===== src/rtl/seg_pkg.sv =====
`default_nettype none
// ============================================================================
//  Module      : seg_pkg
//  Description : Shared definitions for the seven-segment control peripheral:
//                register offsets, CTRL bit positions and the CTRL struct.
//  Revision    : 1.0  initial release
// ============================================================================
package seg_pkg;

    // Register byte offsets. Only addr[3:2] is decoded.
    localparam logic [3:0] SEG_DATA     = 4'h0;
    localparam logic [3:0] SEG_CTRL     = 4'h4;
    localparam logic [3:0] SEG_PRESCALE = 4'h8;
    localparam logic [3:0] SEG_STATUS   = 4'hC;

    // CTRL bit positions
    localparam int c_ctrl_count_en = 0;
    localparam int c_ctrl_freeze   = 1;
    localparam int c_ctrl_down     = 2;

    // Packed so that count_en lands on bit 0 and down on bit 2
    typedef struct packed {
        logic down;
        logic freeze;
        logic count_en;
    } seg_ctrl_t;

endpackage : seg_pkg
`default_nettype wire


===== src/rtl/seg_prescaler.sv =====
`default_nettype none
// ============================================================================
//  Module      : seg_prescaler
//  Description : Programmable tick generator. Counts 0..P-1 with
//                P = max(period, 1) and pulses tick for one cycle on the
//                last count. Held at 0 while disabled or restarted.
//  Ports       : clk, rst      - clock, synchronous active-high reset
//                en            - count enable
//                period[31:0]  - cycles per tick (0 behaves as 1)
//                restart       - force the count back to 0 this edge
//                tick          - single-cycle output pulse
//  Revision    : 1.0  initial release
// ============================================================================
module seg_prescaler (
    input  logic        clk,
    input  logic        rst,
    input  logic        en,
    input  logic [31:0] period,
    input  logic        restart,
    output logic        tick
);

    logic [31:0] r_count;
    logic [31:0] w_last;
    logic        w_at_last;

    // period 0 collapses to a terminal count of 0, giving a tick every cycle
    assign w_last    = (period == 32'd0) ? 32'd0 : period - 32'd1;
    // >= keeps the counter bounded if the period were ever below the count
    assign w_at_last = (r_count >= w_last);
    assign tick      = en & ~rst & ~restart & w_at_last;

    always_ff @(posedge clk) begin
        if (rst || !en || restart || w_at_last) begin
            r_count <= 32'd0;
        end else begin
            r_count <= r_count + 32'd1;
        end
    end

endmodule : seg_prescaler
`default_nettype wire


===== src/rtl/seg_ctrl.sv =====
`default_nettype none
// ============================================================================
//  Module      : seg_ctrl
//  Description : Memory-mapped control peripheral producing the 16-bit value
//                for the four-digit seven-segment driver. Holds a software
//                value, supports a freeze shadow and a prescaled up/down
//                self-test count that wraps within 0..MAX_VALUE.
//  Ports       : clk, rst         - clock, synchronous active-high reset
//                sel, we          - bus access strobe / write select
//                addr[3:0]        - byte address, addr[3:2] picks register
//                wdata[31:0]      - write data
//                wstrb[3:0]       - byte write enables
//                rdata[31:0]      - registered read data
//                rvalid           - one-cycle read-data-valid pulse
//                data_seg[15:0]   - registered value to display driver
//  Revision    : 1.0  initial release
// ============================================================================
module seg_ctrl
    import seg_pkg::*;
#(
    parameter logic [31:0] DEFAULT_PRESCALE = 32'd100_000_000,
    parameter int          MAX_VALUE        = 9999
) (
    input  logic        clk,
    input  logic        rst,
    input  logic        sel,
    input  logic        we,
    input  logic [3:0]  addr,
    input  logic [31:0] wdata,
    input  logic [3:0]  wstrb,
    output logic [31:0] rdata,
    output logic        rvalid,
    output logic [15:0] data_seg
);

    localparam logic [15:0] c_max_value = MAX_VALUE[15:0];

    logic [15:0] r_value;
    seg_ctrl_t   r_ctrl;
    logic [31:0] r_prescale;
    logic        r_wrap;
    logic [15:0] r_shadow;
    logic [15:0] r_data_seg;
    logic [31:0] r_rdata;
    logic        r_rvalid;

    logic        w_wr;
    logic        w_rd;
    logic        w_wr_data;
    logic        w_wr_ctrl;
    logic        w_wr_prescale;
    logic        w_wr_status;
    logic        w_wrap_clear;
    logic        w_freeze_rise;
    logic        w_tick;
    logic [15:0] w_value_next;
    logic        w_wrap_set;
    logic [31:0] w_rdata_next;

    assign w_wr = sel & we;
    assign w_rd = sel & ~we;

    // A DATA write with no strobes on the low two bytes touches nothing,
    // so it neither discards a tick nor restarts the prescaler.
    assign w_wr_data     = w_wr & (addr[3:2] == SEG_DATA[3:2]) & (|wstrb[1:0]);
    assign w_wr_ctrl     = w_wr & (addr[3:2] == SEG_CTRL[3:2]) & wstrb[0];
    assign w_wr_prescale = w_wr & (addr[3:2] == SEG_PRESCALE[3:2]) & (|wstrb);
    assign w_wr_status   = w_wr & (addr[3:2] == SEG_STATUS[3:2]);
    assign w_wrap_clear  = w_wr_status & wstrb[0] & wdata[0];
    assign w_freeze_rise = w_wr_ctrl & wdata[c_ctrl_freeze] & ~r_ctrl.freeze;

    seg_prescaler u_prescaler (
        .clk     (clk),
        .rst     (rst),
        .en      (r_ctrl.count_en),
        .period  (r_prescale),
        .restart (w_wr_data | w_wr_prescale),
        .tick    (w_tick)
    );

    // Software writes take priority over a coincident tick
    always_comb begin
        w_value_next = r_value;
        w_wrap_set   = 1'b0;
        if (w_wr_data) begin
            if (wstrb[0]) w_value_next[7:0]  = wdata[7:0];
            if (wstrb[1]) w_value_next[15:8] = wdata[15:8];
        end else if (w_tick) begin
            if (!r_ctrl.down) begin
                if (r_value >= c_max_value) begin
                    w_value_next = 16'd0;
                    w_wrap_set   = 1'b1;
                end else begin
                    w_value_next = r_value + 16'd1;
                end
            end else begin
                if (r_value == 16'd0) begin
                    w_value_next = c_max_value;
                    w_wrap_set   = 1'b1;
                end else begin
                    w_value_next = r_value - 16'd1;
                end
            end
        end
    end

    // Read mux sees only current register contents (pre-update)
    always_comb begin
        w_rdata_next = 32'd0;
        case (addr[3:2])
            SEG_DATA[3:2]:     w_rdata_next = {16'h0, r_value};
            SEG_CTRL[3:2]:     w_rdata_next = {29'h0, r_ctrl};
            SEG_PRESCALE[3:2]: w_rdata_next = r_prescale;
            default:           w_rdata_next = {31'h0, r_wrap};
        endcase
    end

    always_ff @(posedge clk) begin
        if (rst) begin
            r_value    <= 16'd0;
            r_ctrl     <= '0;
            r_prescale <= DEFAULT_PRESCALE;
            r_wrap     <= 1'b0;
            r_shadow   <= 16'd0;
            r_data_seg <= 16'd0;
            r_rdata    <= 32'd0;
            r_rvalid   <= 1'b0;
        end else begin
            r_value <= w_value_next;

            if (w_wr_ctrl) begin
                r_ctrl <= seg_ctrl_t'(wdata[2:0]);
            end

            for (int i = 0; i < 4; i++) begin
                if (w_wr_prescale && wstrb[i]) begin
                    r_prescale[i*8 +: 8] <= wdata[i*8 +: 8];
                end
            end

            // Set dominates clear when both land on the same edge
            r_wrap <= w_wrap_set | (r_wrap & ~w_wrap_clear);

            // Capture the value as it stood before any same-cycle DATA write
            if (w_freeze_rise) begin
                r_shadow <= r_value;
            end

            r_data_seg <= r_ctrl.freeze ? r_shadow : r_value;

            r_rvalid <= w_rd;
            if (w_rd) begin
                r_rdata <= w_rdata_next;
            end
        end
    end

    assign rdata    = r_rdata;
    assign rvalid   = r_rvalid;
    assign data_seg = r_data_seg;

endmodule : seg_ctrl
`default_nettype wire


===== config.mk =====
export PLATFORM = sky130hd
export DESIGN_NAME = seg_ctrl
export DESIGN_NICKNAME = d
export VERILOG_FILES = /design/src/rtl/seg_pkg.sv /design/src/rtl/seg_prescaler.sv /design/src/rtl/seg_ctrl.sv
export SDC_FILE = /design/constraint.sdc
export NUM_CORES = 1
export LEC_CHECK = 0
export ABC_CLOCK_PERIOD_IN_PS = 4200
export CORE_MARGIN = 1.5
export CORE_UTILIZATION = 51
export CTS_CLUSTER_SIZE = 24
export DETAILED_ROUTE_END_ITERATION = 10
export PLACE_DENSITY = 0.8
export SLEW_MARGIN = 0
export SYNTH_ARGS = -nofsm -noshare
export SYNTH_HDL_FRONTEND = slang
export SYNTH_SLANG_ARGS = --single-unit

===== constraint.sdc =====
create_clock -name clk -period 4.2 [get_ports clk]
set_clock_uncertainty 0.2 [all_clocks]
set_input_delay 0.84 -clock clk [delete_from_list [all_inputs] [get_ports clk]]
set_output_delay 0.84 -clock clk [all_outputs]
set_load 0.03 [all_outputs]

Word-level counts from Yosys, hierarchy flattened
Cells that the tools add are included.
Widths: inputs -> output; s select.
Storage, ports and cells
  register bits: 149
  bits in latches: 0
  bits in writable memories: 0
  memory bits (read-only): 0
  bits of input ports: 44
  output and inout bits: 49
  logic and storage cells: 81
  memories kept: 0
Cells by class
  add/sub/neg operators: 4
  multiply operators: 0
  divide/modulo/power cells: 0
  $lt $le $gt $ge: 2
  equal/unequal tests: 5
  shift-type cells: 0
  mux-type cells: 15
  bitwise operators: 24
  reduce and logical (&&, ||, !) cells: 16
Operators by type and width (count)
  $mux 16: 6
  $pmux 32 s3: 1
  $add 32x1->32 const B: 1
  $ge 32x32->1: 1
  $logic_not 32->1: 1
  $mux 32: 1
  $sub 32x1->32 const B: 1
  $and 1x1->1: 17
  $add 16x1->16 const B: 1
  $ge 16x14->1 const B: 1
  $logic_not 16->1: 1
  $mux 8: 2
  $sub 16x1->16 const B: 1
  $mux 1: 5
  $not 1->1: 5
  $eq 2x2->1 const B: 2
  $logic_and 1x1->1: 4
  $ne 2x2->1 const B: 2
  $reduce_and 2->1: 2
  $reduce_or 4->1: 1
  $logic_or 1x1->1: 3
  $eq 2x1->1 const B: 1
  $logic_not 2->1: 1
  $or 1x1->1: 2
  other kinds (3): 3

Longest topological paths before layout
Gate-level depths: netlist of run 1.
  word-level depth: 10
  gate-level depth with buffers: 16
  depth with buffers taken out: 16

By module
Synthesis of run 1 repeated with hierarchy kept, for this count alone.
Second synthesis, totals
  cell total of the unflattened synthesis: 1024
  area, all modules: 8181.6 µm²
Modules (own cells, without submodules)
  seg_ctrl: instances 1, cells each 651, area an instance 5295.1 µm², sequential area each 2342.2 µm²
  seg_prescaler: instances 1, cells each 373, area an instance 2886.5 µm², sequential area each 640.6 µm²

Worst setup path before layout of run 1
OpenSTA, ideal clock, no wires.
  path kind: register to register
  from: register r_prescale[19]
  to: register r_value[11]
  setup time: 0.121 ns
  arrival time: 4.119 ns
  required time: 3.879 ns
  path slack: -0.240 ns
  stages on the path, launching flop included: 15
  path buffers: 1
  period minus slack after synthesis: 4.440 ns
  cells stage by stage: dfxtp_1 -> or4_4 -> or4_4 -> and4bb_1 -> nand4_2 -> buf_6 -> and2_1 -> ha_1 -> nand2b_1 -> a2111oi_0 -> a2111oi_0 -> o41ai_2 -> a31oi_1 -> a21oi_2 -> mux2_2
On the way
  cells in the longest elaborated chain, start to end: 6
  elaborated cells between the ends (all ways): 7
  classes of those cells: add/sub (1); order compare (1); mux (1); bitwise (1); reduce/logical (3)
Ends and longest elaborated chain
  start, declared: line seg_ctrl.sv:40  | logic [31:0] r_prescale;
  start signal, assigned by index: line seg_ctrl.sv:137  | r_prescale[i*8 +: 8] <= wdata[i*8 +: 8];
  $sub 32x1->32 or $logic_not 32->1 (tied branches): line seg_prescaler.sv:28  | assign w_last = (period == 32'd0) ? 32'd0 : period - 32'd1;
  $mux 32 (*): line seg_prescaler.sv:28
  $ge 32x32->1 (*): line seg_prescaler.sv:30  | assign w_at_last = (r_count >= w_last);
  $and 1x1->1 (*): line seg_prescaler.sv:31  | assign tick = en & ~rst & ~restart & w_at_last;
  $reduce_bool 2->1 (no line) (*)
  $reduce_and 2->1 (no line) (*)
  end signal, assigned: line seg_ctrl.sv:129  | r_value <= w_value_next;
  end, declared: line seg_ctrl.sv:38  | logic [15:0] r_value;
Mark *: on every way between the ends. The rest lies on a longest branch, timed or not.
A chain may end at the register's enable or synchronous reset.

Worst setup path after layout of run 1
  from: register r_prescale[5]
  to: register r_value[7]
The elaborated chain is that of the path after synthesis.

==> metrics.md, run 1 <==
| Metric | Value |
|---|---|
| Clock power share | 0.461 |
| Global-route wire length before repair | roughly 37 mm |
| Number of global-route vias before repair | 7,472 |
| GRT Resource Usage Total | 0.277 |
| Mapped Cells | between 1,000 and 1,500 |
| Max cap viols | 0 |
| Post-DP HPWL | between 15 and 20 mm |
| Fillers | around 1,200 |
| Startpoint class of the critical path | register |
| PnR worst setup slack | -0.384 ns |
| H-tree levels | 4 |
| Largest net degree at the start of global routing | ~100 |
| TritonCTS clock tree | yes |
| Comb pwr share | 0.077 |
| Cell area after synthesis | 8050 um^2 |
| Core box area | approximately 15,000 um^2 |
| Relative slew slack | 0.297 |
| DRT iter0 DRCs | 778 |
| Worst skew pair latency | 0.43 ns |
| Final Hold Viols | 0 |
| Clk root buf | clkbuf_16 |
| P per Cell Area | ~290 nW/um^2 |
| Max FO, Critical Path | 6 |
| Top layer used by detailed routing | met4 |
| Row count | 45 |
| Most used cells in the layout excluding fill and tap cells | nand2_1, dfxtp_1, clkdlybuf4s50_1 |
| Final worst path period need | about 4.6 ns |
| Met3 WL | about 1.8 mm |
| Syn_area_per_cell | between 7 and 8 um^2 |
| Crit path arrival time | around 4.7 ns |
| DRT Pass-1 Iters | 5 |
| Cell variety after synth | a little over 70 |
| Die Wd | around 130 um |
| Failing checks | negative setup slack |
| Most used flip-flop cell after synthesis | dfxtp_1 |
| Num CTS Buffers | 17 |
| Via/cell ratio | 5.99 |
| Antenna Violating Nets Remaining | 0 |
| CP Class | register to register |
| Critical path required time | ~4.4 ns |
| Total Power | around 0.0031 W |
| Die area | between 15,000 and 20,000 um^2 |
| Post-synthesis sequential area ratio | 0.371 |
| Final #Nets | 1,200 |
| Least-Margin Pin Slew | around 1.1 ns |
| Synthesis-to-finish area growth | 33.7% |
| RD Place Congestion | 0.888 |
| Sw Pwr | about 0.0008 W |
| Syn nets | ~1,100 |
| Maximum vdd drop | around 0.31 mV |
| Post-synth EDFFs | 0 |
| Flop pwr share | 0.462 |
| Sw Share | 0.251 |
| Vias | roughly 8,000 |
| Number of top-level pins | slightly above 90 |
| RSZ-0062 raised after global routing | yes |
| Layout cells sized above 1 | 0.184 |
| Clock sinks | 149 |
| Max-slew violation count | 0 |
| Port buffer count | 90 |
| Synth Warn # | 0 |
| Leak Pwr | approximately 4 nW |
| Internal Power | around 0.0023 W |
| Async set-reset flop share out of synthesis | 0 |
| Endpoints failing setup | 49 |
| Starting density of the core | 0.526 |
| GRT Residual Overflow | 0 |
| Outcome | finished, violations left |
| Number of diodes | 0 |
| Period utilization | 1.09 |
| Vert. Die Dim | around 130 um |
| CTS Buffer Depth | 2 |
| M1 WL | around 9.7 mm |
| Seq cells post-synth | around 150 |
| Class of the worst hold path | register to register |
| Post-Route WL | 24.3 mm |
| Commonest non-fill, non-tap cell in the layout | nand2_1 |
| Detail Route met2 WL | 12.0 mm |
| Crit end category | register |
| Reg clk slew, reported paths | 0.06 ns |
| Antenna violations before repair | 0 |
| Fmax achieved | ~220 MHz |
| DRC viols | 0 |
| Dpl ws | -0.155 ns |
| Avg WL per Cell | approximately 18 um |
-- cell type report --
| cell class | count | area (um^2) | area share |
|---|---|---|---|
| multi-input cells | 776 | 5380 | 0.499 |
| well taps | 211 | 264 | 0.0245 |
| inverters | 12 | 45.0 | 0.00418 |
| flip-flops and latches | 149 | 2980 | 0.277 |
| clock buffers | 22 | 474 | 0.0440 |
| repair buffers | 163 | 1550 | 0.144 |
| clock inverters | 9 | 72.6 | 0.00674 |
-- worst paths after layout --
path | start | endpoint | slack, ns | cells after the start
setup / recovery | r_prescale[5] | r_value[7] | -0.38 | 16
hold / removal | r_shadow[3] | r_shadow[3] | 0.25 | 2
setup reg to reg | r_prescale[5] | r_value[7] | -0.38 | 16
hold reg to reg | r_shadow[3] | r_shadow[3] | 0.25 | 2
-- per-layer routing --
layer | up-vias | track usage
li1 | 3787 | -
met1 | 3842 | 0.350
met2 | 346 | 0.466
met3 | 64 | 0.0674
met4 | 0 | 0.0945
met5 | - | 0
-- flip-flops by register name, summed over array words and instances, names as in the netlist --
| register | flops |
|---|---|
| data_seg | 16 |
| r_ctrl | 3 |
| r_prescale | 32 |
| r_shadow | 16 |
| r_value | 16 |
| r_wrap | 1 |
| rdata | 32 |
| rvalid | 1 |
| u_prescaler.r_count | 32 |
-- cell usage after synthesis, types with 2 or more instances --
cell,n,area [um^2]
and3_1,9,56.3
a211oi_1,6,45.0
o21ai_0,29,145
nand4_1,13,81.3
a22oi_1,31,233
o31ai_1,2,15.0
a31o_2,3,26.3
nor3_2,2,20.0
buf_6,2,22.5
a221oi_1,4,35.0
a31oi_1,6,37.5
and2_1,2,12.5
a2111oi_0,2,17.5
nand4_2,2,25.0
xor2_1,37,324
inv_1,11,41.3
nand3_1,75,375
buf_4,2,15.0
a311o_1,2,20.0
ha_1,37,463
buf_1,2,7.51
o41ai_2,2,32.5
nor3b_1,4,30.0
clkbuf_1,61,229
nand2_1,163,612
nand2b_1,8,50.1
o211ai_1,5,37.5
a211o_1,2,17.5
buf_2,4,20.0
o22ai_1,2,12.5
nor2_1,104,390
mux2i_1,27,270
dfxtp_1,149,2980
or4_4,3,33.8
mux2_2,5,56.3
nor2b_1,10,62.6
xnor2_1,24,210
or4_1,8,60.1
or3_1,7,43.8
or2_2,2,12.5
a21oi_1,58,290
o21a_1,3,22.5
nor4_1,11,68.8
o2111ai_1,5,43.8
nor3_1,35,175
-- metrics by stage --
step           std cells  hold slack (ns)  utilization  instance area [um^2]  setup TNS (ns)
3_3_place_gp        1296            0.242        0.616                  9430          -0.562
4_1_cts             1332            0.256        0.664                 10200          -0.730
6_report            1342            0.254        0.703                 10800           -8.16
2_1_floorplan       1008            0.230            -                  8100          -0.386
3_5_place_dp        1296            0.248        0.616                  9430           -1.80
5_1_grt             1342            0.282        0.703                 10800          -14.08
-- critical path, stage by stage (launching register included) --
cell and delay (ns):
dfxtp_1 0.30, or4_1 0.57, nor4_4 0.38, buf_4 0.20, nand2_1 0.11, nor3_2 0.26
xor2_1 0.19, nand2_1 0.09, ha_1 0.33, nand4_1 0.17, nor4_2 0.44, buf_4 0.21
o41ai_4 0.11, buf_4 0.17, a31o_4 0.27, a221o_1 0.37, a21oi_2 0.13
-- power groups by stage --
stage / Combinational (W) / Sequential, W / Clock (W)
6_report: 0.000241 / 0.00144 / 0.00144
4_1_cts: 0.000224 / 0.00144 / 0.00144
2_1_floorplan: 0.000114 / 0.00148 / 0
3_5_place_dp: 0.000218 / 0.00147 / 0
5_1_grt: 0.000258 / 0.00144 / 0.00151
3_3_place_gp: 0.000215 / 0.00147 / 0
-- what timing repair did --
item / 4_1_cts / 5_1_grt
endpoints found under the setup margin: 15 / 49
cloned: 0 / 4
pin swaps: 5 / 41
hold buffers: 0 / 0
buffers inserted: 5 / 7
resized for setup: 25 / 98
-- logic make-up (layout without fill, tap and decap cells) --
| logic type | after synthesis | count (layout) | share of synthesized area |
|---|---|---|---|
| XOR/XNOR | 61 | 61 | 0.0664 |
| multiplexers | 33 | 33 | 0.0434 |
| flip-flops | 149 | 149 | 0.371 |
| buffers and inverters | 83 | 206 | 0.0421 |
| AND/OR/NAND/NOR | 470 | 470 | 0.278 |
| AO/OA/AOI/OAI | 175 | 175 | 0.142 |
| adder cells (fa/ha/maj) | 37 | 37 | 0.0575 |
Power figures use the tool's default switching activity.
==> inputs of run 2 (changes only) <==
--- a/config.mk
+++ b/config.mk
@@ -5,12 +5,13 @@
 export SDC_FILE = /design/constraint.sdc
 export NUM_CORES = 1
 export LEC_CHECK = 0
-export ABC_CLOCK_PERIOD_IN_PS = 4200
+export ABC_CLOCK_PERIOD_IN_PS = 5000
 export CORE_MARGIN = 1.5
-export CORE_UTILIZATION = 51
+export CORE_UTILIZATION = 57
 export CTS_CLUSTER_SIZE = 24
 export DETAILED_ROUTE_END_ITERATION = 10
-export PLACE_DENSITY = 0.8
+export MAX_ROUTING_LAYER = met4
+export PLACE_DENSITY = 0.84
 export SLEW_MARGIN = 0
 export SYNTH_ARGS = -nofsm -noshare
 export SYNTH_HDL_FRONTEND = slang
==> constraint.sdc (replaced) <==
create_clock -name clk -period 5 [get_ports clk]
set_clock_uncertainty 0.2 [all_clocks]
set_input_delay 1 -clock clk [delete_from_list [all_inputs] [get_ports clk]]
set_output_delay 1 -clock clk [all_outputs]
set_load 0.03 [all_outputs]
==> metrics.md, run 2 (synthesized netlist as in run 1, its figures left out) <==
| Metric | Value |
|---|---|
| Clock sinks | between 100 and 150 |
| Detail Route met2 WL | slightly above 10 mm |
| CTS Buffer Depth | 2 |
| Startpoint class of the critical path | register |
| Number of diodes | 0 |
| Relative slew slack | 0.241 |
| DRC viols | 0 |
| Max FO, Critical Path | 8 |
| Dpl ws | ~0.23 ns |
| Row count | 43 |
| P per Cell Area | 281 nW/um^2 |
| Core box area | ~14,000 um^2 |
| Die area | roughly 15,000 um^2 |
| Antenna Violating Nets Remaining | 0 |
| Util after Layout | 0.691 |
| Final Hold Viols | 0 |
| Max-slew violation count | 0 |
| Least-Margin Pin Slew | about 1.1 ns |
| Max cap viols | 0 |
| RSZ-0062 raised after global routing | no |
| Worst skew pair latency | about 0.44 ns |
| Crit end category | register |
| Top layer used by detailed routing | met4 |
| TritonCTS clock tree | yes |
| Class of the worst hold path | register to register |
| Outcome | finished, final reports clean |
| Num CTS Buffers | 17 |
| Layout cells sized above 1 | 0.0638 |
| Starting density of the core | 0.582 |
| Endpoints failing setup | 0 |
| Post-DP HPWL | 14.7 mm |
| Largest net degree at the start of global routing | 70 |
| DRT Pass-1 Iters | 5 |
| H-tree levels | 4 |
| HP Start | r_shadow[11] |
| Port buffer count | 90 |
| Global-route wire length before repair | between 30 and 40 mm |
| M1 WL | approximately 9.2 mm |
| Number of top-level pins | 93 |
| Fmax achieved | around 210 MHz |
| Leak Pwr | around 3.6 nW |
| Met3 WL | approximately 1.3 mm |
| Clk root buf | clkbuf_16 |
| Reg clk slew, reported paths | 0.06 ns |
| Post-CTS setup buffers | 0 |
| Antenna violations before repair | 0 |
| Period utilization | 0.934 |
| Most used cells in the layout excluding fill and tap cells | nand2_1, dfxtp_1, nor2_1 |
| GRT Resource Usage Total | 0.301 |
| Vias | ~7,500 |
| Crit path arrival time | between 4 and 5 ns |
| Final worst path period need | ~4.7 ns |
| CP startpoint | r_prescale[19] |
| Via/cell ratio | ~6.0 |
| Commonest non-fill, non-tap cell in the layout | nand2_1 |
| R2r startpoint | r_prescale[19] |
| Maximum vdd drop | 0.219 mV |
| Placed cell count | about 1,200 |
| Resized Gates After CTS | 0 |
| Final #Nets | 1,134 |
| Number of global-route vias before repair | approximately 7,000 |
| Hold-fix buffers at CTS | 0 |
| Post-Route WL | approximately 21 mm |
| DRT iter0 DRCs | ~640 |
| PnR worst setup slack | 0.330 ns |
| GRT Residual Overflow | 0 |
| CP Class | register to register |
| Die Wd | 122 um |
| Post-Layout Cell Count | approximately 1,200 |
| Critical path required time | between 5 and 6 ns |
| Vert. Die Dim | around 120 um |
| Synthesis-to-finish area growth | 18.6% |
| RD Place Congestion | between 0.9 and 1 |
| Final TNS setup | 0 ns |
| Avg WL per Cell | between 15 and 20 um |
## run 2: cell count changes in the layout (fill, tap and decap cells not counted), sizes merged
cell | previous run | this run
clkinv | 3 | 1
buf | 72 | 8
bufinv | 0 | 2
inv | 14 | 15
clkinvlp | 4 | 3
clkbuf | 24 | 22
## run 2: path summary, 6_finish.rpt
| kind | to | cells past startpoint | slack [ns] |
|---|---|---|---|
| worst max-delay path | r_value[15] | 13 | 0.33 |
| worst min-delay path | r_shadow[11] | 2 | 0.25 |
| worst max register to register | r_value[15] | 13 | 0.33 |
| worst min register to register | r_shadow[11] | 2 | 0.25 |
## run 2: per-stage QoR
| stage | hold slack [ns] | total power, W | cell area, um^2 |
|---|---|---|---|
| 2_1_floorplan | 0.230 | 0.00133 | 8050 |
| 3_3_place_gp | 0.241 | 0.00140 | 8940 |
| 3_5_place_dp | 0.247 | 0.00141 | 8940 |
| 4_1_cts | 0.255 | 0.00268 | 9540 |
| 5_1_grt | 0.283 | 0.00275 | 9550 |
| 6_report | 0.254 | 0.00268 | 9550 |
## run 2: per-layer routing
layer / track usage / vias up
met5: - / -
met4: 0.103 / 0
met3: 0.0721 / 31
met2: 0.478 / 290
met1: 0.376 / 3548
li1: - / 3652
## run 2: critical path, cell delays in order (launching register included)
cell and delay [ns]:
dfxtp_1 0.36, or4_4 0.57, or4_4 0.47, and4bb_1 0.28, nand4_2 0.11, and2_1 0.20, ha_1 0.26, nand2b_1 0.13
a2111oi_0 0.43, a2111oi_0 0.16, o41ai_2 0.38, a31oi_2 0.26, a21oi_4 0.36, mux2_2 0.38
## run 2: where the power goes
group / switching (W) / internal [W]
sequential: 0.0000145 / 0.00120
clock: 0.000519 / 0.000777
combinational: 0.0000993 / 0.0000728
## run 2: area by class of cell
class	count	area, um^2
Clock inverter	9	118
Clock buffer	22	474
Timing Repair Buffer	97	951
Multi-Input combinational cell	776	4750
Sequential cell	149	2980
Tap cell	180	225
Inverter	12	45.0
Fill cell	1102	4280
